## src/rtl/regload_arb.sv

```systemverilog
// rtl/regload_arb.sv - two-port handshaked register load decoder with collision serialisation
module regload_arb #(
    parameter int ADDR_W    = 6,
    parameter int NREGS     = 32,
    parameter int ZERO_PROT = 1,
    parameter int CNT_W     = 8
) (
    input  logic              clk,
    input  logic              rst,
    input  logic              en,
    input  logic              a_valid,
    input  logic [ADDR_W-1:0] a_sel,
    output logic              a_ready,
    input  logic              b_valid,
    input  logic [ADDR_W-1:0] b_sel,
    output logic              b_ready,
    output logic [NREGS-1:0]  regloads,
    output logic              pend_valid,
    output logic              err_oor,
    output logic [CNT_W-1:0]  conflict_cnt
);

    localparam logic [ADDR_W:0] NREGS_V = (ADDR_W+1)'(NREGS);

    logic [ADDR_W-1:0] pend_sel;
    logic              a_xfer;
    logic              b_xfer;
    logic              ab_coll;
    logic              a_pend_coll;
    logic              oor_hit;
    logic [NREGS-1:0]  next_loads;

    function automatic logic in_range(input logic [ADDR_W-1:0] s);
        return {1'b0, s} < NREGS_V;
    endfunction

    function automatic logic effective(input logic [ADDR_W-1:0] s);
        return in_range(s) && !((ZERO_PROT != 0) && (s == '0));
    endfunction

    // A only stalls on a genuine same-register hit against the older pending entry
    assign a_pend_coll = pend_valid && a_valid && effective(a_sel)
                         && effective(pend_sel) && (a_sel == pend_sel);
    assign a_ready = en && !a_pend_coll;
    assign b_ready = en && !pend_valid;

    assign a_xfer  = a_valid && a_ready;
    assign b_xfer  = b_valid && b_ready;
    assign ab_coll = a_xfer && b_xfer && effective(a_sel) && effective(b_sel)
                     && (a_sel == b_sel);
    assign oor_hit = (a_xfer && !in_range(a_sel)) || (b_xfer && !in_range(b_sel));

    always_comb begin
        next_loads = '0;
        for (int i = 0; i < NREGS; i++) begin
            next_loads[i] = (pend_valid && en && (pend_sel == ADDR_W'(i)))
                          || (a_xfer && (a_sel == ADDR_W'(i)))
                          || (b_xfer && !ab_coll && (b_sel == ADDR_W'(i)));
        end
        if (ZERO_PROT != 0) begin
            next_loads[0] = 1'b0;
        end
    end

    always_ff @(posedge clk or posedge rst) begin
        if (rst) begin
            regloads     <= '0;
            pend_valid   <= 1'b0;
            pend_sel     <= '0;
            err_oor      <= 1'b0;
            conflict_cnt <= '0;
        end else begin
            regloads <= next_loads;
            if (oor_hit) begin
                err_oor <= 1'b1;
            end
            // Collision: A issues now, B waits one cycle in the pending buffer
            if (ab_coll) begin
                pend_valid <= 1'b1;
                pend_sel   <= b_sel;
                if (conflict_cnt != '1) begin
                    conflict_cnt <= conflict_cnt + CNT_W'(1);
                end
            end else if (en && pend_valid) begin
                pend_valid <= 1'b0;
            end
        end
    end

endmodule

```

## config.mk

```make
export PLATFORM = sky130hd
export DESIGN_NAME = regload_arb
export DESIGN_NICKNAME = d
export VERILOG_FILES = /design/src/rtl/regload_arb.sv
export SDC_FILE = /design/constraint.sdc
export NUM_CORES = 1
export LEC_CHECK = 0
export CORE_MARGIN = 4
export CORE_UTILIZATION = 50
export DETAILED_ROUTE_END_ITERATION = 12
export PLACE_DENSITY_LB_ADDON = 0.05
export SETUP_SLACK_MARGIN = 0.3
export SYNTH_ARGS = -nofsm -noshare
export SYNTH_HDL_FRONTEND = slang
export SYNTH_SLANG_ARGS = --single-unit
```

## constraint.sdc

```tcl
create_clock -name clk -period 6.4 [get_ports clk]
set_input_delay 1.28 -clock clk [delete_from_list [all_inputs] [get_ports clk]]
set_output_delay 1.28 -clock clk [all_outputs]
set_load 0.01 [all_outputs]
```

; Word level (Yosys, flattened, before mapping)
; Cells that the tools add are included.
[totals]
mem_count = 0
register_bits = 47
latchBits = 0
out_inout_bits = 44
input_bits = 17
ram_bits = 0
rom_bits = 0
elab_cells = 295
[op_classes]
n_bitwise = 0
magnitude_cmp = 3
eq_ne = 96
mul = 0
mux = 2
n_reduce_logical = 188
div_mod_pow = 0
addsub = 1
shift = 0
[ops]
columns = operator, count
row1 = $eq A6 B5 Y1 const B, 48
row2 = $eq A6 B4 Y1 const B, 24
row3 = $logic_and A1 B1 Y1, 112
row4 = $eq A6 B3 Y1 const B, 12
row5 = $logic_or A1 B1 Y1, 63
row6 = $eq A6 B2 Y1 const B, 6
row7 = $eq A6 B1 Y1 const B, 3
row8 = $logic_not A6 Y1, 3
row9 = $lt A6 B6 Y1 const B, 3
row10 = $eq A6 B6 Y1, 2
row11 = $add A8 B1 Y8 const B, 1
row12 = $logic_not A1 Y1, 8
row13 = $ne A8 B8 Y1 const B, 1
row14 = $mux W1, 2
row15 = $reduce_and A2 Y1, 1
row16 = $reduce_bool A2 Y1, 1

; Logic depth before layout (Yosys ltp)
[logic_depth]
ltp_word = 17
ltp_mapped = 8
mapped_depth_nobuf = 5

; Worst setup path before layout
; Ideal clock, no wire load.
[synth_timing]
path_type = in2out
startpoint = in a_sel[1]
endpoint = out a_ready
path_slack_ns = 2.550
cell_stages = 6
arrival_time_ns = 2.570
required_time_ns = 5.120
cell_sequence = clkbuf_1 > xnor2_1 > nand2_1 > or4_4 > buf_6 > and2_4
[synth_via]
elab_chain_len = 8
word_cells_on_any_way = 10
[synth_rtl]
columns = item, line
row1 = "start, declared", 12  ; input logic [ADDR_W-1:0] a_sel,
row2 = branches (longest 5 deep; another with $lt A6 B6 Y1), -
row3 = $logic_and A1 B1 Y1 *, 43  ; && effective(pend_sel) && (a_sel == pend_sel);
row4 = $logic_not A1 Y1 *, 44  ; assign a_ready = en && !a_pend_coll;
row5 = $logic_and A1 B1 Y1 *, 44
row6 = "end, declared", 13  ; output logic a_ready,
; Every way passes the cells marked *.

; Worst setup path in the final report
[layout_timing]
startpoint = in a_valid
endpoint = out a_ready
[layout_via]
elab_chain_len = 6
[layout_rtl]
columns = item, line
row1 = "start, declared", 11  ; input logic a_valid,
row2 = $logic_and A1 B1 Y1 (2 in a row), 42  ; assign a_pend_coll = pend_valid && a_valid && effective(a_sel)
row3 = $logic_and A1 B1 Y1 (2 in a row), 43
row4 = $logic_not A1 Y1, 44
row5 = $logic_and A1 B1 Y1, 44
; Every way passes these cells.

==> impl_metrics.toml <==
[layout]
area_growth_pct = 22.5
n_antenna_cell = 0
nets = 356
layout.cells.non_filler = 410
drive_gt1_share_pct = 9.47
fin_util_pct = 63.4
n_fill_cell = 463

[power]
sequentialPowerShare_pct = 55.3
comb_power_share_pct = 13.6
switching_share_pct = 26.9
p_int_mw = 0.403
netSwitchingPower_mw = 0.148
power.density_nw_per_um2 = 158
ir_drop_v = 0.000109
clkPwrFrac_pct = 31.1
power.leakage_nw = 1.41

[grt]
overflow = 0
grt.busiest_layer = "met2"
grt_pass1_vias = 2434
use_met3_pct = 3.85
use_met1_pct = 32.5
grt.total_usage_pct = 22.9
grt_max_degree = 48
antenna_found_initial = 0
grt_pass1_wl_mm = 12.8
grtUsageMet2_pct = 35.8

[clock_tree]
cts_inserted_buffers = 5
cts_buffer_depth = 2
cts_tree = "built"
post_cts_buffers = 0
clkLatencyLatePin_ps = 300
clk_transition_reported_paths_ps = 80
cts_max_level = 2
ctsRootBufferMaster = "clkbuf_8"
cts.sinks = 47
cts_resized = 0
cts_hold_buf = 0

[floorplanning]
fp.coreArea_um2 = 5510
die_w_um = 83.5
rows = 27
ios = 61
die_area_um2 = 6970
fp.dieH_um = 83.5
start_util_pct = 51.8

[timing]
rsz0062_at_grt = "false"
final_hold_viol_count = 0
fmax_ghz = 0.194
fin_crit_ps = 5150
worstMarginPinSlew_ps = 937
drv_slew = 0
fin_tns_setup_ps = 0
fin_crit_sh_pct = 80.5
skew_ps = 6.15
slew_headroom_pct = 37.4
whs_ps = 484
finalSetupViolCount = 0

[place]
place_inst = 403
place_congestion = 0.942
dp_hpwl_mm = 5.55
numPortBuffers = 59

[synth]
ys_ff_latch = 47
synth_top_area_share_pct = 41.3
syn_avg_cell_area_um2 = 9.63
synth_cells = 296
synth_fp_nets = 314
ys.warnings.count = 0
syn_area_um2 = 2850
synth_area_leaders = "dfrtp_1 (41%), nand2_1 (3.6%), nand3_1 (3.2%), mux2_2 (3.2%), o221ai_1 (3.1%)"
synth_cell_types = 57
synth_seq_area_share_pct = 41.3
yosysTopAreaCell = "dfrtp_1"

[detailed_routing]
drt_iter0_drc = 284
route.detailed.drc = 0
first_pass_iters = 5
routed_wl_mm = 7.71
ant_nets = 0
dr_total_vias = 2604
routedWlPerCell_um = 18.8
via_per_inst = 6.35

[setup_path]
worstSetupEndpointType = "output pin"
criticalPathCategory = "primary input to output pin"
worstPathMaxFanout = 27
setup.worst_path.start_class = "primary input"
required_ps = 5120
worstPathArrival_ps = 3870

[status]
outcome = "completed"

[run]
max_cap_viol_count = 0

[min_path]
hp-class = "register to register"
[kinds of logic after synthesis]
logic type                 after synthesis  share of synthesized area (%)
AOI/OAI and AO/OA                       54                           15.7
xor gates and xnor gates                14                           4.57
adders and majority gates                1                          0.439
buffers and inverters                   30                           5.22
DFF                                     47                           41.3
muxes                                    8                           3.16
other                                    1                          0.132
and+or+nand+nor                        141                           29.5
[metrics by stage]
step | cell area [um2] | power [mW] | setup slack (ps)
floorplan | 2850 | 0.358 | 2550
global placement | 3410 | 0.383 | 1340
detailed placement | 3410 | 0.384 | 1270
CTS | 3490 | 0.555 | 1260
global route | 3490 | 0.578 | 1120
finish | 3490 | 0.551 | 1250
[Yosys cell counts (all sizes together)]
master and count:
a22oi 5, a311o 1, o21ai 12, o211ai 7, and3b 1, o221ai 10, xor2 8, nor4 6
a2bb2oi 1, mux2 8, or4 4, nand2 27, nand3 19, o31ai 1, a41oi 2, dfrtp 47
ha 1, o41ai 2, nor4bb 1, a21o 1, a21oi 7, and4 2, nand2b 6, nand4b 2
xnor2 6, o311ai 4, and2 6, or3 1, buf 15, nand4 11, and4b 2, inv 5
clkbuf 10, conb 1, and3 10, nor2b 13, nor3 12, a31oi 1, nor3b 3, nand3b 3
nor2 12
[state kept, by name (all words and copies together) (netlist names)]
name	cells
conflict_cnt	8
regloads	31
err_oor	1
pend_sel	6
pend_valid	1
[final cells by class]
type / instances / area (um2) / area share [%]
multi-input cells: 219 / 1530 / 43.7
flip-flops and latches: 47 / 1180 / 33.7
repair buffers: 60 / 598 / 17.1
well taps: 72 / 90.1 / 2.58
clock buffers: 5 / 68.8 / 1.97
inverters: 5 / 18.8 / 0.538
clock inverters: 2 / 13.8 / 0.394
[critical path: stages]
cell and delay (ps):
clkdlybuf4s50_1 470, nor2b_1 440, nand4b_2 230, or4_4 740, and2_4 230, clkdlybuf4s50_1 470
[power by group through the flow]
stage	Clock (mW)	Combinational, mW	Sequential, mW
floorplan	0	0.0497	0.308
global route	0.191	0.0815	0.305
global placement	0	0.0734	0.310
detailed placement	0	0.0740	0.310
finish	0.171	0.0751	0.304
CTS	0.176	0.0742	0.304
[cell usage in the layout, fill, tap and decap left out, types with 3 or more instances in the layout]
cell             netlist  routed
a21oi_1                7       7
a22oi_1                5       5
and2_1                 4       4
and3_1                10      10
clkbuf_8               0       5
clkdlybuf4s50_1        0      59
dfrtp_1               47      47
inv_1                  5       4
mux2_2                 8       8
nand2_1               27      27
nand2b_1               6       6
nand3_1               18      18
nand3b_1               3       3
nand4_1               11      11
nor2_1                12      12
nor2b_1               13      13
nor3_1                11      11
nor4_1                 4       4
o211ai_1               7       7
o21ai_0               12      12
o221ai_1              10      10
o311ai_4               3       3
xnor2_1                5       5
xor2_1                 8       8
[path summary, 6_finish.rpt]
check	start	to	slack, ps	depth (start not counted)
setup / recovery	a_valid	a_ready	1250	6
setup reg to reg	pend_sel[2]$_DFFE_PP0P_	regloads[28]$_DFF_PP0_	3980	5
hold reg to reg	err_oor$_DFFE_PP0P_	err_oor$_DFFE_PP0P_	480	1
hold / removal	err_oor$_DFFE_PP0P_	err_oor$_DFFE_PP0P_	480	1
min in group asynchronous	rst	regloads[7]$_DFF_PP0_	1510	2
max in group asynchronous	rst	regloads[23]$_DFF_PP0_	4310	2
[routing by layer]
| metal | routed length, um | up-vias |
|---|---|---|
| met4 | 180 | 0 |
| met3 | 777 | 17 |
| met2 | 3550 | 167 |
| met5 | 0 | - |
| met1 | 3200 | 1245 |
| li1 | - | 1175 |
(Power assumes the default switching activity.)
==> RTL change 1, RTL diff (same settings) <==
`ZERO_PROT`: 1 -> 0.
--- a/src/rtl/regload_arb.sv
+++ b/src/rtl/regload_arb.sv
@@ -3,5 +3,5 @@
     parameter int ADDR_W    = 6,
     parameter int NREGS     = 32,
-    parameter int ZERO_PROT = 1,
+    parameter int ZERO_PROT = 0,
     parameter int CNT_W     = 8
 ) (
Formal check against the unedited RTL: not equivalent (Yosys sat finds a counterexample within 4 cycles, from zero or initial values and one cycle with rst high).
==> RTL change 1 against the unedited design <==
Non-clock buffer count increased by 2. Critical path type unchanged. Sequential cell count increased by 1. Area after synthesis decreased by 4.8%. Die area decreased by 4.3%. Via count decreased by 0.42%. Highest routed layer unchanged. Worst setup slack improved by 0.64 ns. Cell area decreased by 2.5%. Largest power group unchanged. Power increased by 8.2%. Worst hold slack improved by 0.012 ns. Sequential power increased by 2%. Wire length increased by 0.27%.
==> RTL change 1: results (changes against the unedited design) <==
metric,value,unit,change
dr.pass1.iters,5,,unchanged
run_status,completed,,
grt_max_degree,49,,+2.1%
synth.distinct_cells,44,,-23%
slowest_stage,clkdlybuf4s50_1,,
io_buffers,60,,+1.7%
grt_pass1_vias,2409,,-1.0%
grt_usage,0.247,,+0.0177
cpLargestDelayFamily,buffers and inverters,,
slowest_delay,0.61,ns,-0.13 ns
dp_hpwl,5.54,mm,-0.16%
nets,357,,+0.28%
nFillCells,428,,-7.6%
gp_congestion,0.953,,+1.1%
post_dp_cell_area,0.00329,mm^2,-3.5%
tightest_slew,0.960,ns,+0.0226 ns
grt_pass1_wl,12.4,mm,-3.3%
drt_iter0_markers,222,,-22%
critPathMaxFanout,10,,-63%
peakVddDrop,0.105,mV,-3.8%
antenna_found_initial,0,,unchanged
reg.largest.list,"regloads (32), conflict_cnt (8), pend_sel (6)",,
largest_reg_flops,32,,+3.2%
wl_per_cell,18.9,um,+0.27%
syn-num-nets,309,,-1.6%
synthTopCellsByArea,"dfrtp_1 44%, nand3_1 5.2%, nand2_1 4.1%",,
arrival,3.23,ns,-0.64 ns
area_growth,25.4,%,
power.leakage,1.38,nW,-2.1%
seq_area_frac_synth,0.443,,+0.0300
synth_common_cells,"48 x dfrtp_1, 30 x nand2_1, 28 x nand3_1",,
routed_via_density,6.32,,-0.42%
root_buffer,clkbuf_8,,
drive_above_1_share,0.0676,,-0.0270
clock_skew,0.0119,ns,+0.00576 ns
RTL change 1: cell count changes after synthesis, sizes merged, moves of 4 or more:
cell / change
nor2: +11
nand3: +9
nor2b: -9
a31oi: +7
nand2b: +7
nand4: -6
xnor2: -5
nor3: -4
o311ai: -4
or3: +4
xor2: +4
RTL change 1: cell type report:
class | instances | area share
inverter | 3 | 0.00331
clock buffer | 5 | 0.0202
clock inverter | 3 | 0.0125
multi-input combinational | 219 | 0.404
sequential | 48 | 0.353
tap | 70 | 0.0257
timing repair buffer | 62 | 0.181
RTL change 1: power by group:
group	switching (mW)	total, mW	leakage [nW]	internal, mW
sequential	0.00474	0.311	0.664	0.306
clock	0.105	0.221	0.0541	0.116
combinational	0.0405	0.0643	0.659	0.0237
RTL change 1: per-layer routing:
metal	vias up	GRT usage	share of wire
met5	-	0	0
met4	0	0.0748	0.018
met3	17	0.0548	0.099
met2	156	0.374	0.46
met1	1261	0.353	0.43
li1	1159	-	-
RTL change 1: through the flow:
step	setup slack, ns	std cells
2_1_floorplan	2.74	291
5_1_grt	1.69	410
3_3_place_gp	1.97	402
3_5_place_dp	1.91	402
4_1_cts	1.90	410
6_report	1.89	410
RTL change 1: worst min-delay path, stage by stage, from the launching register on:
cell	delay, ns
dfrtp_1	0.36
a31oi_1	0.05
nand2_1	0.06
RTL change 1: logic make-up (layout without fill, tap and decap cells):
kind of cell	after synthesis	count (layout)	synth area share
adder cells (fa/ha/maj)	1	1	0.00461
buffers and inverters	24	73	0.0507
AO/OA/AOI/OAI	49	49	0.133
flip-flops	48	48	0.443
multiplexers	8	8	0.0332
AND/OR/NAND/NOR	148	148	0.294
XOR/XNOR	13	13	0.0420
RTL change 1: final timing paths:
kind	startpoint	to	slack, ns	depth (start not counted)
max	a_sel[2]	a_ready	1.89	6
max in group asynchronous	rst	pend_sel[4]	4.29	2
min	err_oor	err_oor	0.50	2
max reg2reg	pend_valid	conflict_cnt[1]	4.21	4
min in group asynchronous	rst	pend_sel[2]	1.50	2
min reg2reg	err_oor	err_oor	0.50	2
==> RTL change 2, RTL diff (same settings) <==
Without the edit above. Reset style: synchronous (`rst`), changed in one clocked block.
--- a/src/rtl/regload_arb.sv
+++ b/src/rtl/regload_arb.sv
@@ -63,5 +63,5 @@
     end
 
-    always_ff @(posedge clk or posedge rst) begin
+    always_ff @(posedge clk) begin
         if (rst) begin
             regloads     <= '0;
Formal check against the unedited RTL: differs if rst is asserted again (counterexample within 4 cycles, from zero or initial values and one cycle with rst high); with rst held inactive, the same outputs for 10 cycles.
==> RTL change 2 against the unedited design <==
Clock skew rose by 0.0050 ns. Worst setup slack better by 0.089 ns. Synthesized cell count up 15%. Area after synthesis is 4.7% lower. Cell area fell by 3.5%. Wire length is 18% higher. Power is 0.11% higher. Critical endpoint unchanged. Die area decreased by 4.3%. Sequential cell count unchanged.
==> RTL change 2: results (changes against the unedited design) <==
metric,value,unit,change
run_status,completed,,
met3_usage,0.0614,,+0.0229
grt_max_degree,36,,-25%
reg2reg_to,regloads[27],,
route.met2.wl,4.28,mm,+20%
wl_met3,743,um,-4.4%
r2r-start,pend_sel[2],,
dr.max_layer_used,met5,,
drive_above_1_share,0.0602,,-0.0345
arrival,3.78,ns,-0.09 ns
synthTopCellsByArea,"dfxtp_1 35%, nor2_1 5.4%, a21oi_1 4.1%",,
antenna_found_initial,1,,+1
power_density,164,mW/mm^2,+3.7%
synthFlopType,dfxtp_1,,
wl_per_cell,20.2,um,+7.2%
drt-met1-wl,3.75,mm,+17%
post_dp_cell_area,0.00328,mm^2,-3.7%
async_flop_share,0,,-1.00
met1_usage,0.364,,+0.0392
seq_area,941,um^2,-20%
p_switching,0.155,mW,+4.8%
clock_skew,0.0112,ns,+0.00504 ns
slowest_delay,0.83,ns,+0.09 ns
gp_congestion,1.08,,+15%
period_minus_slack,5.06,ns,-0.0891 ns
clkSlewWorstSetupHoldPaths,0.10,ns,+0.02 ns
nets,399,,+12%
drt_iter0_markers,298,,+4.9%
holdPathEnd,conflict_cnt[2],,
dp_hpwl,6.59,mm,+19%
critPathLaunch,a_sel[2],,
dp_cells,444,,+10%
syn_inst,339,,+15%
seq_area_frac_synth,0.347,,-0.0661
via_count,2993,,+15%
pre_cts_ws,1.45,ns,+0.185 ns
==> RTL change 2: cell types whose count changed in the layout (fill, tap and decap cells not counted), moves of 10 or more <==
cell and change:
dfrtp_1 -47, dfxtp_1 +47, nor2_1 +27, a21oi_1 +15, a31oi_1 +13, o31ai_1 +10
==> RTL change 2: logic make-up after synthesis <==
group,Yosys count,share of synthesized area
AO/OA/AOI/OAI,106,0.265
XOR/XNOR,10,0.0323
adder cells (fa/ha/maj),1,0.00461
buffers and inverters,28,0.0484
flip-flops,47,0.347
multiplexers,1,0.00415
other,1,0.00138
AND/OR/NAND/NOR,145,0.297
==> RTL change 2: layout make-up <==
| cell class | count | area share |
|---|---|---|
| timing repair buffer | 60 | 0.177 |
| clock inverter | 2 | 0.00483 |
| clock buffer | 6 | 0.0215 |
| multi-input combinational | 264 | 0.488 |
| inverter | 3 | 0.00334 |
| sequential | 47 | 0.279 |
| tap | 70 | 0.0260 |
